==> src/rtl/mc_pkg.sv <==
// Shared definitions for the multicycle control unit: field widths, opcode
// constants, state encodings, ALU/PC-source selects and the bundled strobe
// record produced by the output decoder.
package mc_pkg;

  localparam int OPC_W   = 4;
  localparam int STATE_W = 4;

  localparam logic [OPC_W-1:0] OPC_RTYPE = 4'b0000;
  localparam logic [OPC_W-1:0] OPC_ADDI  = 4'b0001;
  localparam logic [OPC_W-1:0] OPC_LW    = 4'b0010;
  localparam logic [OPC_W-1:0] OPC_SW    = 4'b0011;
  localparam logic [OPC_W-1:0] OPC_BEQ   = 4'b0100;
  localparam logic [OPC_W-1:0] OPC_JMP   = 4'b0101;
  localparam logic [OPC_W-1:0] OPC_HALT  = 4'b1111;

  typedef enum logic [STATE_W-1:0] {
    S_RESET    = 4'd0,
    S_FETCH    = 4'd1,
    S_DECODE   = 4'd2,
    S_MEM_ADDR = 4'd3,
    S_MEM_RD   = 4'd4,
    S_MEM_WB   = 4'd5,
    S_MEM_WR   = 4'd6,
    S_EXEC_R   = 4'd7,
    S_ALU_WB_R = 4'd8,
    S_ALU_WB_I = 4'd9,
    S_BRANCH   = 4'd10,
    S_JUMP     = 4'd11,
    S_HALT     = 4'd12
  } mc_state_e;

  localparam logic [1:0] ALU_OP_ADD   = 2'b00;
  localparam logic [1:0] ALU_OP_SUB   = 2'b01;
  localparam logic [1:0] ALU_OP_FUNCT = 2'b10;
  localparam logic [1:0] ALU_OP_PASS  = 2'b11;

  localparam logic [1:0] PC_SRC_ALU    = 2'b00;
  localparam logic [1:0] PC_SRC_ALUOUT = 2'b01;
  localparam logic [1:0] PC_SRC_JUMP   = 2'b10;

  localparam logic [1:0] SRC_B_REG   = 2'b00;
  localparam logic [1:0] SRC_B_ONE   = 2'b01;
  localparam logic [1:0] SRC_B_IMM   = 2'b10;
  localparam logic [1:0] SRC_B_SHIMM = 2'b11;

  typedef struct packed {
    logic       ir_write;
    logic       pc_write;
    logic       pc_write_cond;
    logic       or_enable;
    logic       i_or_d;
    logic       mem_read;
    logic       mem_write;
    logic       reg_write;
    logic       reg_dst;
    logic       mem_to_reg;
    logic       alu_src_a;
    logic [1:0] alu_src_b;
    logic [1:0] alu_op;
    logic [1:0] pc_source;
    logic       halted;
    logic       illegal_op;
  } mc_ctrl_t;

  function automatic logic opc_is_legal(input logic [OPC_W-1:0] opc);
    return (opc == OPC_RTYPE) || (opc == OPC_ADDI) || (opc == OPC_LW) ||
           (opc == OPC_SW)    || (opc == OPC_BEQ)  || (opc == OPC_JMP) ||
           (opc == OPC_HALT);
  endfunction

endpackage

==> src/rtl/mc_control_fsm_if.sv <==
// Control/datapath boundary of the multicycle processor.
//   opcode, mem_ready : datapath -> controller
//   all strobes       : controller -> datapath
// Modport master is the controller side, slave is the datapath side.
interface mc_control_fsm_if;
  import mc_pkg::*;

  logic [OPC_W-1:0] opcode;
  logic             mem_ready;
  logic             ir_write;
  logic             pc_write;
  logic             pc_write_cond;
  logic             or_enable;
  logic             i_or_d;
  logic             mem_read;
  logic             mem_write;
  logic             reg_write;
  logic             reg_dst;
  logic             mem_to_reg;
  logic             alu_src_a;
  logic [1:0]       alu_src_b;
  logic [1:0]       alu_op;
  logic [1:0]       pc_source;
  logic             halted;
  logic             illegal_op;

  modport master (
    input  opcode, mem_ready,
    output ir_write, pc_write, pc_write_cond, or_enable, i_or_d, mem_read,
           mem_write, reg_write, reg_dst, mem_to_reg, alu_src_a, alu_src_b,
           alu_op, pc_source, halted, illegal_op
  );

  modport slave (
    output opcode, mem_ready,
    input  ir_write, pc_write, pc_write_cond, or_enable, i_or_d, mem_read,
           mem_write, reg_write, reg_dst, mem_to_reg, alu_src_a, alu_src_b,
           alu_op, pc_source, halted, illegal_op
  );

endinterface

==> src/rtl/mc_ctrl_decode.sv <==
// Combinational state -> control strobe decode.
//   state     : current controller state
//   opcode    : IR opcode field (only used for the illegal-opcode pulse)
//   mem_ready : gates the IR/PC load at the end of a fetch
//   ctrl      : bundled datapath strobes
module mc_ctrl_decode
  import mc_pkg::*;
(
  input  mc_state_e        state,
  input  logic [OPC_W-1:0] opcode,
  input  logic             mem_ready,
  output mc_ctrl_t         ctrl
);

  always_comb begin
    ctrl = '0;
    // The PC-update OR gate stays live everywhere except while held in reset
    // or stopped; unknown encodings also leave it off until recovery.
    ctrl.or_enable = (state != S_RESET) && (state != S_HALT) &&
                     (state <= S_HALT);
    case (state)
      S_FETCH: begin
        ctrl.mem_read  = 1'b1;
        ctrl.alu_src_b = SRC_B_ONE;
        ctrl.alu_op    = ALU_OP_ADD;
        ctrl.pc_source = PC_SRC_ALU;
        // IR and PC+1 are captured only in the cycle memory delivers the word.
        ctrl.ir_write  = mem_ready;
        ctrl.pc_write  = mem_ready;
      end
      S_DECODE: begin
        ctrl.alu_src_b  = SRC_B_SHIMM;
        ctrl.alu_op     = ALU_OP_ADD;
        ctrl.illegal_op = !opc_is_legal(opcode);
      end
      S_MEM_ADDR: begin
        ctrl.alu_src_a = 1'b1;
        ctrl.alu_src_b = SRC_B_IMM;
        ctrl.alu_op    = ALU_OP_ADD;
      end
      S_MEM_RD: begin
        ctrl.mem_read = 1'b1;
        ctrl.i_or_d   = 1'b1;
      end
      S_MEM_WB: begin
        ctrl.reg_write  = 1'b1;
        ctrl.mem_to_reg = 1'b1;
      end
      S_MEM_WR: begin
        ctrl.mem_write = 1'b1;
        ctrl.i_or_d    = 1'b1;
      end
      S_EXEC_R: begin
        ctrl.alu_src_a = 1'b1;
        ctrl.alu_src_b = SRC_B_REG;
        ctrl.alu_op    = ALU_OP_FUNCT;
      end
      S_ALU_WB_R: begin
        ctrl.reg_write = 1'b1;
        ctrl.reg_dst   = 1'b1;
      end
      S_ALU_WB_I: begin
        ctrl.reg_write = 1'b1;
      end
      S_BRANCH: begin
        ctrl.alu_src_a     = 1'b1;
        ctrl.alu_src_b     = SRC_B_REG;
        ctrl.alu_op        = ALU_OP_SUB;
        ctrl.pc_write_cond = 1'b1;
        ctrl.pc_source     = PC_SRC_ALUOUT;
      end
      S_JUMP: begin
        ctrl.pc_write  = 1'b1;
        ctrl.pc_source = PC_SRC_JUMP;
      end
      S_HALT: begin
        ctrl.halted = 1'b1;
      end
      default: ;
    endcase
  end

endmodule

==> src/rtl/mc_control_fsm.sv <==
// Multicycle control unit: sequences fetch/decode/execute/memory/writeback
// and drives the datapath strobes through the bus interface.
//   clk     : system clock, rising edge
//   reset_n : asynchronous active-low reset
//   bus     : controller side of the control/datapath interface
//
//   state      | meaning
//   -----------+-------------------------------------------------
//   S_RESET    | held in reset, all strobes low
//   S_FETCH    | read instruction at PC, load IR and PC+1 on ready
//   S_DECODE   | dispatch on opcode, precompute branch target
//   S_MEM_ADDR | effective address (LW/SW) or ADDI result
//   S_MEM_RD   | data read at ALUOut, wait for ready
//   S_MEM_WB   | MDR -> rt
//   S_MEM_WR   | data write at ALUOut, wait for ready
//   S_EXEC_R   | R-type ALU operation
//   S_ALU_WB_R | ALUOut -> rd
//   S_ALU_WB_I | ALUOut -> rt
//   S_BRANCH   | compare, conditional PC load from ALUOut
//   S_JUMP     | PC load from jump target
//   S_HALT     | stopped, left only by reset
module mc_control_fsm
  import mc_pkg::*;
(
  input  logic              clk,
  input  logic              reset_n,
  mc_control_fsm_if.master  bus
);

  mc_state_e state_q;
  mc_state_e state_d;
  mc_ctrl_t  ctrl;

  always_ff @(posedge clk or negedge reset_n) begin
    if (!reset_n) state_q <= S_RESET;
    else          state_q <= state_d;
  end

  always_comb begin
    state_d = state_q;
    case (state_q)
      S_RESET: state_d = S_FETCH;
      S_FETCH: if (bus.mem_ready) state_d = S_DECODE;
      S_DECODE: begin
        case (bus.opcode)
          OPC_RTYPE:                  state_d = S_EXEC_R;
          OPC_ADDI, OPC_LW, OPC_SW:   state_d = S_MEM_ADDR;
          OPC_BEQ:                    state_d = S_BRANCH;
          OPC_JMP:                    state_d = S_JUMP;
          OPC_HALT:                   state_d = S_HALT;
          default:                    state_d = S_FETCH;
        endcase
      end
      S_MEM_ADDR: begin
        case (bus.opcode)
          OPC_LW:   state_d = S_MEM_RD;
          OPC_SW:   state_d = S_MEM_WR;
          OPC_ADDI: state_d = S_ALU_WB_I;
          default:  state_d = S_FETCH;
        endcase
      end
      S_MEM_RD:   if (bus.mem_ready) state_d = S_MEM_WB;
      S_MEM_WB:   state_d = S_FETCH;
      S_MEM_WR:   if (bus.mem_ready) state_d = S_FETCH;
      S_EXEC_R:   state_d = S_ALU_WB_R;
      S_ALU_WB_R: state_d = S_FETCH;
      S_ALU_WB_I: state_d = S_FETCH;
      S_BRANCH:   state_d = S_FETCH;
      S_JUMP:     state_d = S_FETCH;
      S_HALT:     state_d = S_HALT;
      default:    state_d = S_FETCH;
    endcase
  end

  mc_ctrl_decode u_decode (
    .state     (state_q),
    .opcode    (bus.opcode),
    .mem_ready (bus.mem_ready),
    .ctrl      (ctrl)
  );

  assign bus.ir_write      = ctrl.ir_write;
  assign bus.pc_write      = ctrl.pc_write;
  assign bus.pc_write_cond = ctrl.pc_write_cond;
  assign bus.or_enable     = ctrl.or_enable;
  assign bus.i_or_d        = ctrl.i_or_d;
  assign bus.mem_read      = ctrl.mem_read;
  assign bus.mem_write     = ctrl.mem_write;
  assign bus.reg_write     = ctrl.reg_write;
  assign bus.reg_dst       = ctrl.reg_dst;
  assign bus.mem_to_reg    = ctrl.mem_to_reg;
  assign bus.alu_src_a     = ctrl.alu_src_a;
  assign bus.alu_src_b     = ctrl.alu_src_b;
  assign bus.alu_op        = ctrl.alu_op;
  assign bus.pc_source     = ctrl.pc_source;
  assign bus.halted        = ctrl.halted;
  assign bus.illegal_op    = ctrl.illegal_op;

endmodule

==> src/flat_wrapper.sv <==
// flat-port wrapper written by rule: the top's interface ports become plain ports
module mc_control_fsm_flat import mc_pkg::*;
  (clk, reset_n, bus_opcode, bus_mem_ready, bus_ir_write, bus_pc_write, bus_pc_write_cond, bus_or_enable, bus_i_or_d, bus_mem_read, bus_mem_write, bus_reg_write, bus_reg_dst, bus_mem_to_reg, bus_alu_src_a, bus_alu_src_b, bus_alu_op, bus_pc_source, bus_halted, bus_illegal_op);
  mc_control_fsm_if bus_i ();
  input  logic clk;
  input  logic reset_n;
  input wire logic [$bits(bus_i.opcode)-1:0] bus_opcode;
  input wire logic [$bits(bus_i.mem_ready)-1:0] bus_mem_ready;
  output wire logic [$bits(bus_i.ir_write)-1:0] bus_ir_write;
  output wire logic [$bits(bus_i.pc_write)-1:0] bus_pc_write;
  output wire logic [$bits(bus_i.pc_write_cond)-1:0] bus_pc_write_cond;
  output wire logic [$bits(bus_i.or_enable)-1:0] bus_or_enable;
  output wire logic [$bits(bus_i.i_or_d)-1:0] bus_i_or_d;
  output wire logic [$bits(bus_i.mem_read)-1:0] bus_mem_read;
  output wire logic [$bits(bus_i.mem_write)-1:0] bus_mem_write;
  output wire logic [$bits(bus_i.reg_write)-1:0] bus_reg_write;
  output wire logic [$bits(bus_i.reg_dst)-1:0] bus_reg_dst;
  output wire logic [$bits(bus_i.mem_to_reg)-1:0] bus_mem_to_reg;
  output wire logic [$bits(bus_i.alu_src_a)-1:0] bus_alu_src_a;
  output wire logic [$bits(bus_i.alu_src_b)-1:0] bus_alu_src_b;
  output wire logic [$bits(bus_i.alu_op)-1:0] bus_alu_op;
  output wire logic [$bits(bus_i.pc_source)-1:0] bus_pc_source;
  output wire logic [$bits(bus_i.halted)-1:0] bus_halted;
  output wire logic [$bits(bus_i.illegal_op)-1:0] bus_illegal_op;
  assign bus_i.opcode = bus_opcode;
  assign bus_i.mem_ready = bus_mem_ready;
  assign bus_ir_write = bus_i.ir_write;
  assign bus_pc_write = bus_i.pc_write;
  assign bus_pc_write_cond = bus_i.pc_write_cond;
  assign bus_or_enable = bus_i.or_enable;
  assign bus_i_or_d = bus_i.i_or_d;
  assign bus_mem_read = bus_i.mem_read;
  assign bus_mem_write = bus_i.mem_write;
  assign bus_reg_write = bus_i.reg_write;
  assign bus_reg_dst = bus_i.reg_dst;
  assign bus_mem_to_reg = bus_i.mem_to_reg;
  assign bus_alu_src_a = bus_i.alu_src_a;
  assign bus_alu_src_b = bus_i.alu_src_b;
  assign bus_alu_op = bus_i.alu_op;
  assign bus_pc_source = bus_i.pc_source;
  assign bus_halted = bus_i.halted;
  assign bus_illegal_op = bus_i.illegal_op;
  mc_control_fsm u_core (.clk(clk), .reset_n(reset_n), .bus(bus_i));
endmodule
==> config.mk <==
export PLATFORM = sky130hd
export DESIGN_NAME = mc_control_fsm_flat
export DESIGN_NICKNAME = d
export VERILOG_FILES = /design/src/rtl/mc_pkg.sv /design/src/rtl/mc_control_fsm_if.sv /design/src/rtl/mc_ctrl_decode.sv /design/src/rtl/mc_control_fsm.sv /design/src/flat_wrapper.sv
export SDC_FILE = /design/constraint.sdc
export NUM_CORES = 1
export LEC_CHECK = 0
export BUFFER_PORTS_ARGS = -buffer_cell sky130_fd_sc_hd__buf_2
export CAP_MARGIN = 20
export CORE_AREA = 2 2 39 41
export DETAILED_ROUTE_END_ITERATION = 12
export DIE_AREA = 0 0 41 43
export PLACE_DENSITY = 0.73
export SETUP_SLACK_MARGIN = 0.5
export SYNTH_ARGS = -nofsm -noshare
export SYNTH_HDL_FRONTEND = slang
export SYNTH_HIERARCHICAL = 1
export SYNTH_SLANG_ARGS = --single-unit
==> constraint.sdc <==
create_clock -name clk -period 1.5 [get_ports clk]
set_clock_uncertainty 0.05 [all_clocks]
set_input_delay 0.3 -clock clk [delete_from_list [all_inputs] [get_ports clk]]
set_output_delay 0.3 -clock clk [all_outputs]
set_load 0.02 [all_outputs]
[Yosys cells after proc, flatten, opt, wreduce, memory -nomap -nowiden]
Index checks and enable logic that the tools add are counted.
Cells by class
  equality and inequality tests: 22
  muxes and demuxes: 20
  magnitude comparators: 1
  reduce and logical (&&, ||, !) cells: 17
Operator list (count)
  case mux 4 bit (5 select lines): 2
  case mux 4 bit (7 select lines): 1
  equality test 4 x 3 -> 1 bit, second input constant: 6
  equality test 4 bit, second input constant: 6
  equality test 4 x 2 -> 1 bit, second input constant: 4
  two-way mux 4 bit: 3
  case mux 4 bit (3 select lines): 1
  two-way mux 1 bit: 11
  OR reduction 3 bit: 3
  equality test 4 x 1 -> 1 bit, second input constant: 2
  logical OR 1 bit: 6
  inequality test 2 bit, second input constant: 3
  <= comparator 4 bit, second input constant: 1
  logical NOT 4 bit: 1
  inequality test 4 bit, second input constant: 1
  case mux 2 bit (2 select lines): 1
  nonzero test 4 bit: 1
  OR reduction 2 bit: 2
  AND reduction 3 bit: 1
  logical AND 1 bit: 2
  case mux 1 bit (2 select lines): 1
  logical NOT 1 bit: 1
Storage, ports and cells
  input bits: 7
  logic and storage cells: 61
  output and inout port bits: 19
  bits in registers: 4

[Longest topological paths before layout]
  depth after elaboration: 9
  depth in mapped cells: 4
  gate-level depth less buffers: 4

[By module]
Netlist, hierarchy kept.
By module, submodules not included
  mc_control_fsm: area each 319.1 µm², cells each 36, instances 1, sequential area each 100.1 µm²
  mc_ctrl_decode: area each 235.2 µm², cells each 40, instances 1, sequential area each 0.0 µm²

[Worst setup path before layout]
Ideal clock, no wire load.
  path kind: register to output
  start: register u_core.state_q[2]
  end: output port bus_pc_write_cond
  data required time: 1.150 ns
  buffers on the path: 2
  setup slack: -0.197 ns
  cell stages (with the launch flop): 5
  data arrival time: 1.347 ns
  cell sequence: dfrtp_1 > buf_2 > nand2b_1 > nor2_1 > buf_4
Between the ends
  longest elaborated chain between the ends: 2
Ends and longest elaborated chain
  start, declared: RTL line mc_control_fsm.sv:30  | mc_state_e state_q;
  start signal, assigned: RTL line mc_control_fsm.sv:36  | else state_q <= state_d;
  equality test 4 bit: RTL line mc_ctrl_decode.sv:21  | case (state)
  two-way mux 1 bit: RTL line mc_ctrl_decode.sv:21
  end, declared: RTL line flat_wrapper.sv:11  | output wire logic [$bits(bus_i.pc_write_cond)-1:0] bus_pc_write_cond;
Every way passes these cells.

[Worst setup path in the final report]
  start: register u_core.state_q[3]
  end: output port bus_ir_write
Between the ends
  longest elaborated chain between the ends: 2
Ends and longest elaborated chain
  equality test 4 x 1 -> 1 bit: RTL line mc_ctrl_decode.sv:21
  two-way mux 1 bit: RTL line mc_ctrl_decode.sv:21
  end, declared: RTL line flat_wrapper.sv:9  | output wire logic [$bits(bus_i.ir_write)-1:0] bus_ir_write;
Every way passes these cells.

==> metrics.csv <==
metric,value,unit
period_share,114,%
drive_above_1_share,68.3,%
max_stage_delay,0.45,ns
clk_latency,0.25,ns
cts_buffers,3,
synthTopCellsByArea,"dfrtp_1 (18%), nor2_1 (8.8%), nand2b_1 (6.8%), a21oi_1 (6.3%), nor3_1 (4.5%)",
fin_ws,-0.216,ns
arrival,1.37,ns
fin_nets,131,
tightest_slew,0.270,ns
slowest_stage,dfrtp_2,
start_util,40.1,%
place_ws,-0.0122,ns
largest-register,u_core/state_q,
max_freq,583,MHz
fin_tns_setup,-2.72,ns
antenna_found_initial,0,
h-tree-depth,1,
cts.path.max_buffers,2,
gp_congestion,0.863,
synth.distinct_cells,31,
core,1380,µm²
worstReg2RegStart,u_core/state_q[2],
vias,788,
cts_tree,done,
final_cell_mix,"buf_6 (21), buf_4 (16), buf_2 (6), nor2_4 (6)",
rows,14,
ys_seq_area_share,18.1,%
cp.buffers_inverters,2,
grt_pass1_wl,2.88,mm
cp_max_fo,7,
cap_violations,0,
leakage,0.519,nW
syn-num-nets,83,
wirelength,2.37,mm
antenna_left,0,
grt_pass1_vias,681,
drt_iter0_markers,26,
final-setup-viol-count,22,
fillers,58,
fin_util,88.5,%
status,finished with violations,
irDropWorstVdd,0.984,mV
die_h,43,µm
drc,0,
largest_register_ff_count,4,
p_per_area,1890,nW/µm²
grt_max_degree,12,
total_power,2.31,mW
hold_path.class,in -> async,
synth_top_cell_area_share,18.1,%
yosysTopAreaCell,dfrtp_1,
post-place-cells,124,
gr-total-overflow,0,
crit_type,reg -> out,
yosysWarnings,6,
wl_per_cell,17.0,µm
final_common_cell,buf_6,
synth_area,554,µm²
syn_to_final_growth,121,%
die_x,41,µm
dr.pass1.iters,4,
io_pins,26,
reg2reg_slack,-0.11,ns
biggestRegsByFlops,u_core/state_q (4),
synthCells,76,
port_buffers,25,
relSlewSlack,82.0,%
path_depth,4,
die_area,1760,µm²
failed_checks,setup timing,
hold_viol_final,0,
ys.flop_type,dfrtp_1,
r2r_end,u_core/state_q[0],
track_usage,23.7,%
clock_sinks,4,
critical_path.top_delay_family,flip-flops,
path_cells,"buf_4, nor2_4, and4b_2, buf_6",
final_max_slew_viol_count,0,
synth_edf_count,0,
min_period,1.72,ns
ys_ff_latch,4,
worstPathRequired,1.15,ns
dp_hpwl,1.23,mm
ctsRootBufferMaster,clkbuf_4,
rr_worst_depth,6,
start_kind,register,
async_flop_share,100,%
via_per_inst,5.67,
clk_pin_slew,0.05,ns
diodes,0,
cp-end-kind,primary output,
rsz0062_at_grt,true,
stdcell_count,139,
syn-mean-instance-area,7.29,µm²
==> cell usage after synthesis, types with 2 or more instances <==
master / count
nand2_1: 6
dfrtp_1: 4
buf_4: 3
nand3b_1: 2
a21oi_1: 7
and2b_1: 2
nor3_1: 5
nor3b_1: 2
and4b_1: 2
nor2_1: 13
nor2b_1: 2
buf_2: 2
nand2b_1: 6
xnor2_1: 2
o21ai_0: 2
==> metrics by stage <==
step | hold slack [ns] | area [µm²]
3_3_place_gp | 0.0540 | 901
3_5_place_dp | 0.0549 | 901
6_report | 0.353 | 1220
5_1_grt | 0.352 | 1220
4_1_cts | 0.335 | 1120
2_1_floorplan | -0.0456 | 693
==> worst register-to-register path, cell delays in order (launching register included) <==
cell and delay, ns:
dfrtp_2 0.49, buf_4 0.18, buf_4 0.15, and3b_1 0.25, a21oi_1 0.05, a311oi_1 0.23
a21oi_1 0.07
==> routing by layer <==
metal	GRT usage (%)	routed length [µm]	up-vias
met1	30.4	1010	380
met2	40.0	1230	36
met4	6.00	2	0
met5	0	0	-
met3	2.62	122	2
li1	-	-	370
==> kinds of logic after synthesis <==
| family | after synthesis | synth area share [%] |
|---|---|---|
| AO/OA/AOI/OAI | 18 | 23.5 |
| XOR/XNOR | 2 | 3.16 |
| buffers and inverters | 5 | 5.87 |
| flip-flops | 4 | 18.1 |
| multiplexers | 1 | 1.81 |
| AND/OR/NAND/NOR | 46 | 47.6 |
==> where the power goes <==
| part | switching (mW) | leakage [nW] | internal, mW |
|---|---|---|---|
| sequential | 0.0934 | 0.0456 | 0.153 |
| combinational | 0.897 | 0.458 | 1.01 |
| clock | 0.0563 | 0.0150 | 0.101 |
| total | 1.05 | 0.519 | 1.27 |
==> worst max path at each step <==
stage                       from           endpoint  slack, ns
3_5_place_dp   u_core/state_q[3]         bus_i_or_d      -0.01
5_1_grt        u_core/state_q[3]       bus_ir_write      -0.26
4_1_cts        u_core/state_q[3]       bus_pc_write      -0.19
3_3_place_gp   u_core/state_q[3]         bus_i_or_d       0.02
6_report       u_core/state_q[3]       bus_ir_write      -0.22
2_1_floorplan  u_core/state_q[2]  bus_pc_write_cond       0.09
==> layout make-up <==
class                   count  area, µm²  area share (%)
multi-input cells          67        592            48.3
repair buffers             48        482            39.3
flip-flops and latches      4        105            8.58
clock buffers               4       26.3            2.15
well taps                  16       20.0            1.63
==> timing repair <==
item | in CTS | in global routing
hold buffers | 1 | 0
resized for setup | 41 | 13
pin swaps | 4 | 3
buffers inserted | 6 | 3
endpoints found under the hold margin | 4 | 0
setup endpoints to repair | 23 | 23
cloned | 0 | 1
Power figures use the tool's default switching activity.
